**src/rtl/mem_access_arbiter_pkg.sv**
```systemverilog
// Shared types for the fetch/data arbiter in front of MainMem.
// CPU access type, MainMem port bundles and arbiter-local enums.
package PkgFrost32Cpu;
  typedef enum logic {
    DiatRead  = 1'b0,
    DiatWrite = 1'b1
  } DataInoutAccessType;
endpackage

package PkgMainMem;
  import PkgFrost32Cpu::*;

  typedef struct packed {
    logic               req_mem_access;
    logic [31:0]        addr;
    logic [31:0]        data;
    DataInoutAccessType data_inout_access_type;
  } PortIn_MainMem;

  typedef struct packed {
    logic        wait_for_mem;
    logic [31:0] data;
  } PortOut_MainMem;
endpackage

package PkgMemArbiter;
  typedef enum logic [1:0] {
    StIdle,
    StIssue,
    StWait,
    StDone
  } StateT;

  typedef enum logic {
    PsIfetch = 1'b0,
    PsData   = 1'b1
  } PortSelT;

  localparam int WordW = 32;

  function automatic PortSelT other_port(input PortSelT p);
    return (p == PsData) ? PsIfetch : PsData;
  endfunction
endpackage

```
**src/rtl/mem_access_arbiter_rr.sv**
```systemverilog
// Two-request round-robin picker: remembers the last winner
// and favours the other port when both request.
module mem_rr_picker2
  import PkgMemArbiter::*;
(
  input  logic    clk,
  input  logic    rst,
  input  logic    in_req_ifetch,
  input  logic    in_req_data,
  input  logic    in_advance,
  output logic    out_valid,
  output PortSelT out_sel
);

  PortSelT last_q;
  PortSelT last_d;

  always_comb begin
    out_valid = in_req_ifetch | in_req_data;
    out_sel   = PsIfetch;
    unique case (1'b1)
      in_req_ifetch && in_req_data:
        out_sel = other_port(last_q);
      in_req_data && !in_req_ifetch:
        out_sel = PsData;
      default:
        out_sel = PsIfetch;
    endcase
  end

  always_comb begin
    last_d = last_q;
    if (in_advance) begin
      last_d = out_sel;
    end
  end

  // Reset as if fetch won last, so data has first priority.
  always_ff @(posedge clk) begin
    if (rst) begin
      last_q <= PsIfetch;
    end else begin
      last_q <= last_d;
    end
  end

endmodule

```
**src/rtl/mem_access_arbiter.sv**
```systemverilog
// Round-robin arbiter between CPU fetch and data ports and
// the single MainMem request port, with a wait watchdog.
module mem_access_arbiter
  import PkgFrost32Cpu::*;
  import PkgMainMem::*;
  import PkgMemArbiter::*;
#(
  parameter int TIMEOUT_CYCLES    = 64,
  parameter int TIMEOUT_CNT_WIDTH = $clog2(TIMEOUT_CYCLES + 1)
) (
  input  logic           clk,
  input  logic           rst,
  input  logic           in_ifetch_req,
  input  logic [31:0]    in_ifetch_addr,
  output logic           out_ifetch_ack,
  output logic [31:0]    out_ifetch_data,
  input  logic           in_data_req,
  input  logic [31:0]    in_data_addr,
  input  logic           in_data_we,
  input  logic [31:0]    in_data_wdata,
  output logic           out_data_ack,
  output logic [31:0]    out_data_rdata,
  output PortIn_MainMem  out_mm,
  input  PortOut_MainMem in_mm,
  output logic           out_busy,
  output logic           out_timeout
);

  localparam logic [TIMEOUT_CNT_WIDTH-1:0] CntLimit =
    TIMEOUT_CNT_WIDTH'(TIMEOUT_CYCLES);

  StateT   state_q, state_d;
  PortSelT winner_q, winner_d;

  logic [WordW-1:0] addr_q, addr_d;
  logic [WordW-1:0] wdata_q, wdata_d;
  DataInoutAccessType type_q, type_d;

  logic [WordW-1:0] ifetch_data_q, ifetch_data_d;
  logic [WordW-1:0] data_rdata_q, data_rdata_d;

  logic [TIMEOUT_CNT_WIDTH-1:0] cnt_q, cnt_d;
  logic [TIMEOUT_CNT_WIDTH-1:0] cnt_inc;
  logic timeout_q, timeout_d;

  logic       pick_valid;
  PortSelT    pick_sel;
  logic       advance;
  logic       cap_en;
  logic [WordW-1:0] cap_word;

  mem_rr_picker2 u_picker (
    .clk          (clk),
    .rst          (rst),
    .in_req_ifetch(in_ifetch_req),
    .in_req_data  (in_data_req),
    .in_advance   (advance),
    .out_valid    (pick_valid),
    .out_sel      (pick_sel)
  );

  assign cnt_inc = cnt_q + 1'b1;

  always_comb begin
    state_d   = state_q;
    winner_d  = winner_q;
    addr_d    = addr_q;
    wdata_d   = wdata_q;
    type_d    = type_q;
    cnt_d     = cnt_q;
    timeout_d = timeout_q;
    advance   = 1'b0;
    cap_en    = 1'b0;
    cap_word  = '0;

    unique case (state_q)
      StIdle: begin
        // Never start while MainMem still finishes an old access.
        if (pick_valid && !in_mm.wait_for_mem) begin
          advance  = 1'b1;
          winner_d = pick_sel;
          if (pick_sel == PsData) begin
            addr_d  = in_data_addr;
            wdata_d = in_data_wdata;
            type_d  = in_data_we ? DiatWrite : DiatRead;
          end else begin
            addr_d  = in_ifetch_addr;
            wdata_d = '0;
            type_d  = DiatRead;
          end
          state_d = StIssue;
        end
      end
      StIssue: begin
        cnt_d   = '0;
        state_d = StWait;
      end
      StWait: begin
        if (!in_mm.wait_for_mem) begin
          cap_en   = 1'b1;
          cap_word = (type_q == DiatWrite) ? '0 : in_mm.data;
          state_d  = StDone;
        end else begin
          cnt_d = cnt_inc;
          if (cnt_inc == CntLimit) begin
            cap_en    = 1'b1;
            cap_word  = '0;
            timeout_d = 1'b1;
            state_d   = StDone;
          end
        end
      end
      StDone: begin
        state_d = StIdle;
      end
      default: begin
        state_d = StIdle;
      end
    endcase
  end

  always_comb begin
    ifetch_data_d = ifetch_data_q;
    data_rdata_d  = data_rdata_q;
    if (cap_en) begin
      if (winner_q == PsData) begin
        data_rdata_d = cap_word;
      end else begin
        ifetch_data_d = cap_word;
      end
    end
  end

  always_ff @(posedge clk) begin
    if (rst) begin
      state_q       <= StIdle;
      winner_q      <= PsIfetch;
      addr_q        <= '0;
      wdata_q       <= '0;
      type_q        <= DiatRead;
      ifetch_data_q <= '0;
      data_rdata_q  <= '0;
      cnt_q         <= '0;
      timeout_q     <= 1'b0;
    end else begin
      state_q       <= state_d;
      winner_q      <= winner_d;
      addr_q        <= addr_d;
      wdata_q       <= wdata_d;
      type_q        <= type_d;
      ifetch_data_q <= ifetch_data_d;
      data_rdata_q  <= data_rdata_d;
      cnt_q         <= cnt_d;
      timeout_q     <= timeout_d;
    end
  end

  always_comb begin
    out_mm.req_mem_access         = (state_q == StIssue);
    out_mm.addr                   = addr_q;
    out_mm.data                   = wdata_q;
    out_mm.data_inout_access_type = type_q;
  end

  assign out_ifetch_ack  = (state_q == StDone) &&
                           (winner_q == PsIfetch);
  assign out_data_ack    = (state_q == StDone) &&
                           (winner_q == PsData);
  assign out_ifetch_data = ifetch_data_q;
  assign out_data_rdata  = data_rdata_q;
  assign out_busy        = (state_q != StIdle);
  assign out_timeout     = timeout_q;

endmodule

```
**config.mk**
```make
export PLATFORM = sky130hd
export DESIGN_NAME = mem_access_arbiter
export DESIGN_NICKNAME = d
export VERILOG_FILES = /design/src/rtl/mem_access_arbiter_pkg.sv /design/src/rtl/mem_access_arbiter_rr.sv /design/src/rtl/mem_access_arbiter.sv
export SDC_FILE = /design/constraint.sdc
export NUM_CORES = 1
export LEC_CHECK = 0
export ABC_CLOCK_PERIOD_IN_PS = 2700
export CORE_MARGIN = 5
export CORE_UTILIZATION = 55
export DETAILED_ROUTE_END_ITERATION = 10
export DONT_BUFFER_PORTS = 1
export PLACE_DENSITY = 0.72
export SETUP_SLACK_MARGIN = 0.3
export SYNTH_ARGS = -nofsm -noshare
export SYNTH_HDL_FRONTEND = slang
export SYNTH_HIERARCHICAL = 1
export SYNTH_SLANG_ARGS = --single-unit
```
**constraint.sdc**
```tcl
create_clock -name clk -period 2.7 [get_ports clk]
set_input_delay 0.27 -clock clk [delete_from_list [all_inputs] [get_ports clk]]
set_output_delay 0.27 -clock clk [all_outputs]
set_load 0.02 [all_outputs]
```
# Yosys cells after proc, flatten, opt, wreduce, memory -nomap -nowiden
# Cells that the tools add are included.
# Widths: inputs -> output; s select.
# word_totals
regBits,141
elab_cells,56
inputBits,134
output_inout_bits,134
# op_classes
n_mux,20
n_bitwise,2
n_eq_ne,7
addsub,1
n_reduce_logical,16
# ops
op,count
$mux 32,5
$pmux 7 s2,1
$reduce_and 2->1,5
$mux 1,8
$pmux 2 s4,1
$add 7x1->7 const B,1
$eq 7x7->1 const B,1
$mux 7,1
$mux 2,3
$logic_and 1x1->1,5
$eq 2x2->1 const B,2
$ne 2x2->1 const B,2
$reduce_bool 2->1,2
$ne 3x3->1 const B,1
$reduce_and 3->1,1
$eq 2x1->1 const B,1
$logic_not 1->1,2
$logic_not 2->1,1
$pmux 1 s2,1
$not 1->1,1
$or 1x1->1,1

# Depth between registers and ports, before layout
# depth
depth_word,6
depth_mapped,7
depth_no_buf,7

# Hierarchy
# The synthesis kept the hierarchy.
# by_module_without_submodules
module,seq_area_each_um2,area_per_inst_um2,cells_per_inst,n_inst
mem_access_arbiter,2802.7,5273.8,516,1
mem_rr_picker2,20.0,70.1,6,1

# Worst setup path before layout
# OpenSTA, ideal clock, no wires.
# synth_path
path_type,register to register
startpoint,register cnt_q[0]
endpoint,"register ifetch_data_q[21], in the netlist out_ifetch_data[21]"
setup_ps,117
path_buffers,1
setup_slack_ps,780
required_ps,2583
stages_incl_launch_ff,8
arrival_time_ps,1803
period_less_slack_ps,1920
cell_sequence,dfxtp_1 ha_1 xnor2_1 nor4b_2 o2111a_2 a311oi_4 buf_6 a22o_2
# synth_between
elab_chain_cells,6
# synth_lines
element,line_no,source
"start, declared",mem_access_arbiter.sv:42,"logic [TIMEOUT_CNT_WIDTH-1:0] cnt_q, cnt_d;"
"start signal, assigned",mem_access_arbiter.sv:153,cnt_q <= cnt_d;
$add 7x1->7,mem_access_arbiter.sv:62,assign cnt_inc = cnt_q + 1'b1;
$eq 7x7->1,mem_access_arbiter.sv:105,if (cnt_inc == CntLimit) begin
$mux 1,mem_access_arbiter.sv:105,
$mux 1,mem_access_arbiter.sv:99,if (!in_mm.wait_for_mem) begin
$mux 1,mem_access_arbiter.sv:76,unique case (state_q)
$reduce_and 2->1 (no line),--,
"end signal, assigned",mem_access_arbiter.sv:151,ifetch_data_q <= ifetch_data_d;
"end, declared",mem_access_arbiter.sv:39,"logic [WordW-1:0] ifetch_data_q, ifetch_data_d;"
# Every way passes these cells.
# A chain may end at the register's enable or synchronous reset.

# Worst setup path in the final report
# layout_path
startpoint,register cnt_q[0]
endpoint,"register ifetch_data_q[27], in the netlist out_ifetch_data[27]"
# Same word-level chain as after synthesis.

==> flow_metrics.env <==
export IMPL_status="completed"
export IMPL_min_delay_worst_endpoint="addr_q[19]"
export IMPL_htreeDepth=4
export IMPL_rsz0062_at_grt="no"
export IMPL_drtIter0Drc=311
export IMPL_clkSlewWorstSetupHoldPaths_ps=70
export IMPL_vias=4416
export IMPL_synth_area_leaders="dfxtp_1 (53%), a22o_2 (10%), mux2i_1 (6.2%)"
export IMPL_worstPathArrival_ps=2700
export IMPL_synth_compound_area_share_pct=23.1
export IMPL_fmax_mhz=445
export IMPL_cp_end_kind="flop"
export IMPL_r2r_start="cnt_q[0]"
export IMPL_post_cts_setup_buffer_count=0
export IMPL_r2r_end="out_ifetch_data[27]"
export IMPL_port_buffers=0
export IMPL_cp_max_fo=32
export IMPL_startpoint_type="flop"
export IMPL_yosys_area_top_type="dfxtp_1"
export IMPL_worstHoldStart="in_ifetch_addr[19]"
export IMPL_grt_max_degree=79
export IMPL_tightest_slew_ps=513
export IMPL_dieArea_sq_um=11800
export IMPL_p_int_mw=4.02
export IMPL_hpwl_mm=9.59
export IMPL_placeableCoreArea_sq_um=9640
export IMPL_clk_latency_ps=510
export IMPL_vias_per_cell=5.90
export IMPL_finalHoldViolations=0
export IMPL_p_sw_mw=2.09
export IMPL_seq_power_share_pct=46.6
export IMPL_cts_sinks=141
export IMPL_drive_gt1_share_pct=17.3
export IMPL_power_leakage_nw=2.65
export IMPL_routabilityCongestion=0.823
export IMPL_fill_cells=697
export IMPL_hold_class="primary input to flop"
export IMPL_routedWlPerCell_um=20.7
export IMPL_holdPathStages=2
export IMPL_finalSetupTns_ps=0
export IMPL_switching_share_pct=34.2
export IMPL_syn_num_nets=661
export IMPL_grt_pass1_vias=4482
export IMPL_syn_inst=522
export IMPL_setup_viol=0
export IMPL_cts_tree="built"
export IMPL_syn2layout_area_growth_pct=29.3
export IMPL_ys_warnings_count=6
export IMPL_seq_area_sq_um=2820
export IMPL_peakVddDrop_v=0.000390
export IMPL_fin_crit_sh_pct=83.3
export IMPL_antenna_found_initial=1
export IMPL_cts_root_buf="clkbuf_8"
export IMPL_final_cell_mix="dfxtp_1 (141), dlygate4sd3_1 (94), a22o_2 (54)"
export IMPL_synth_cell_types=41
export IMPL_start_util_pct=55.4
export IMPL_synth_fa_ha_area_share_pct=1.17
export IMPL_clockPowerShare_pct=36.3
export IMPL_synth_area_sq_um=5340
export IMPL_drc=0
export IMPL_rrSetupSlack_ps=450
export IMPL_synth_top_family_by_area="compound AO/OA/AOI/OAI gates"
export IMPL_final_common_cell="dfxtp_1"
export IMPL_combPwrFrac_pct=17.1
export IMPL_yosysSeqAreaShare_pct=52.8
export IMPL_ys_ff_latch=141
export IMPL_grt_ovfl_total=0
export IMPL_cts_buffers=17
export IMPL_placed_cells=620
export IMPL_fin_cells=748
export IMPL_critPathRequiredTime_ps=3150
export IMPL_ctsResizeCount=0
export IMPL_multi_input_area_sq_um=2280
export IMPL_synth_area_mux_share_pct=6.18
export IMPL_ant_nets=0
export IMPL_wirelength_mm=15.5
export IMPL_clk_path_buf_depth=2
export IMPL_slew_headroom_pct=65.8
export IMPL_synth_simple_area_share_pct=11.9
export IMPL_grt_first_pass_wirelength_mm=23.7
export IMPL_dr_pass1_iters=5
export IMPL_final_nets=740
export IMPL_critical_path_class="flop to flop"
export IMPL_synth_top_area_share_pct=52.8
export IMPL_max_cap_violations=0
export IMPL_min_period_ps=2250
export IMPL_reg2reg_depth=7
export IMPL_syn_avg_cell_area_sq_um=10.2
export IMPL_num_io_pins=268
export IMPL_fp_dieW_um=109
export IMPL_synth_xor_area_share_pct=0.164
export IMPL_dieHeight_um=109
export IMPL_std_cell_rows=36
export IMPL_grt_use_total_pct=25.8
export IMPL_p_per_area_nw_per_um2=885
export IMPL_drv_slew=0
export IMPL_finClkSkew_ps=8.00
[metrics by stage]
step	setup slack, ps	cell area [sq um]	power [mW]	hold slack, ps	util, %
floorplan	780	5340	3.56	395	-
global placement	624	5370	3.72	369	55.7
detailed placement	501	5370	3.77	366	55.7
CTS	464	6910	6.14	1.00	71.6
global route	324	6910	6.41	17.0	71.7
finish	452	6910	6.11	25.4	71.7
[worst max-delay path: stages (launching register included)]
cell	delay, ps
dfxtp_1	440
ha_1	280
xnor2_1	160
nor4b_2	80
o2111a_2	320
a311oi_4	290
buf_4	380
a22o_2	220
[flip-flops by register name (all words and copies together) (netlist names)]
signal,count
cnt_q,7
out_timeout,1
out_data_rdata,32
addr_q,32
winner_q,1
out_ifetch_data,32
type_q,1
state_q,2
u_picker/last_q,1
wdata_q,32
[area by class of cell]
cell class	instances	area share [%]
antenna	1	0.0362
clock buffer	17	6.00
clock inverter	15	2.19
inverter	7	0.380
multi-input combinational	331	33.1
sequential	141	40.9
tap	133	2.41
timing repair buffer	103	15.1
[Yosys cell counts, drive strengths merged]
master	count
a31oi	1
a211oi	34
nor3	1
nand2b	4
a21boi	1
dfxtp	141
o22ai	1
mux2i	33
ha	5
and3	2
xnor2	1
clkbuf	27
nor3b	1
o2111a	1
or2	2
nor2b	2
nor4b	1
a22o	64
a21oi	39
and2	2
inv	7
nand3	37
buf	16
nor2	43
o21ai	3
a311oi	4
a22oi	1
a31o	1
nand2	43
a2bb2oi	1
nor4	3
[layer usage]
layer  GRT usage, %  part of all wire, %  vias to the layer above
met5              0                    0                        -
met4           11.5                  3.0                        0
met3           10.6                   11                       38
met2           44.2                   50                      258
met1           27.8                   36                     2065
li1               -                    -                     2055
[timing repair]
action / CTS / global route
endpoints found under the setup margin: 0 / 0
endpoints found under the hold margin: 141 / 0
hold buffers: 95 / 0
[power groups by stage]
stage	Combinational (mW)	Clock (mW)	Sequential [mW]
detailed placement	0.878	0	2.89
CTS	1.03	2.26	2.85
global route	1.17	2.36	2.87
finish	1.05	2.22	2.85
floorplan	0.764	0	2.80
global placement	0.840	0	2.88
[kinds of logic (layout without fill, tap and decap cells)]
family / after synthesis / count (layout)
DFF: 141 / 141
AOI/OAI and AO/OA: 151 / 151
adders and majority gates: 5 / 5
muxes: 33 / 33
buffers and inverters: 50 / 142
and+or+nand+nor: 141 / 141
other: 0 / 1
xor gates and xnor gates: 1 / 1
[worst max path at each step]
stage / from / endpoint / slack (ps) / depth (start not counted)
3_5_place_dp: cnt_q[0] / out_ifetch_data[27] / 500 / 7
6_report: cnt_q[0] / out_ifetch_data[27] / 450 / 7
5_1_grt: cnt_q[0] / out_ifetch_data[27] / 320 / 7
2_1_floorplan: cnt_q[0] / out_ifetch_data[21] / 780 / 7
4_1_cts: cnt_q[0] / out_ifetch_data[27] / 460 / 7
3_3_place_gp: cnt_q[0] / out_ifetch_data[21] / 620 / 7
(Power assumes the default switching activity.)
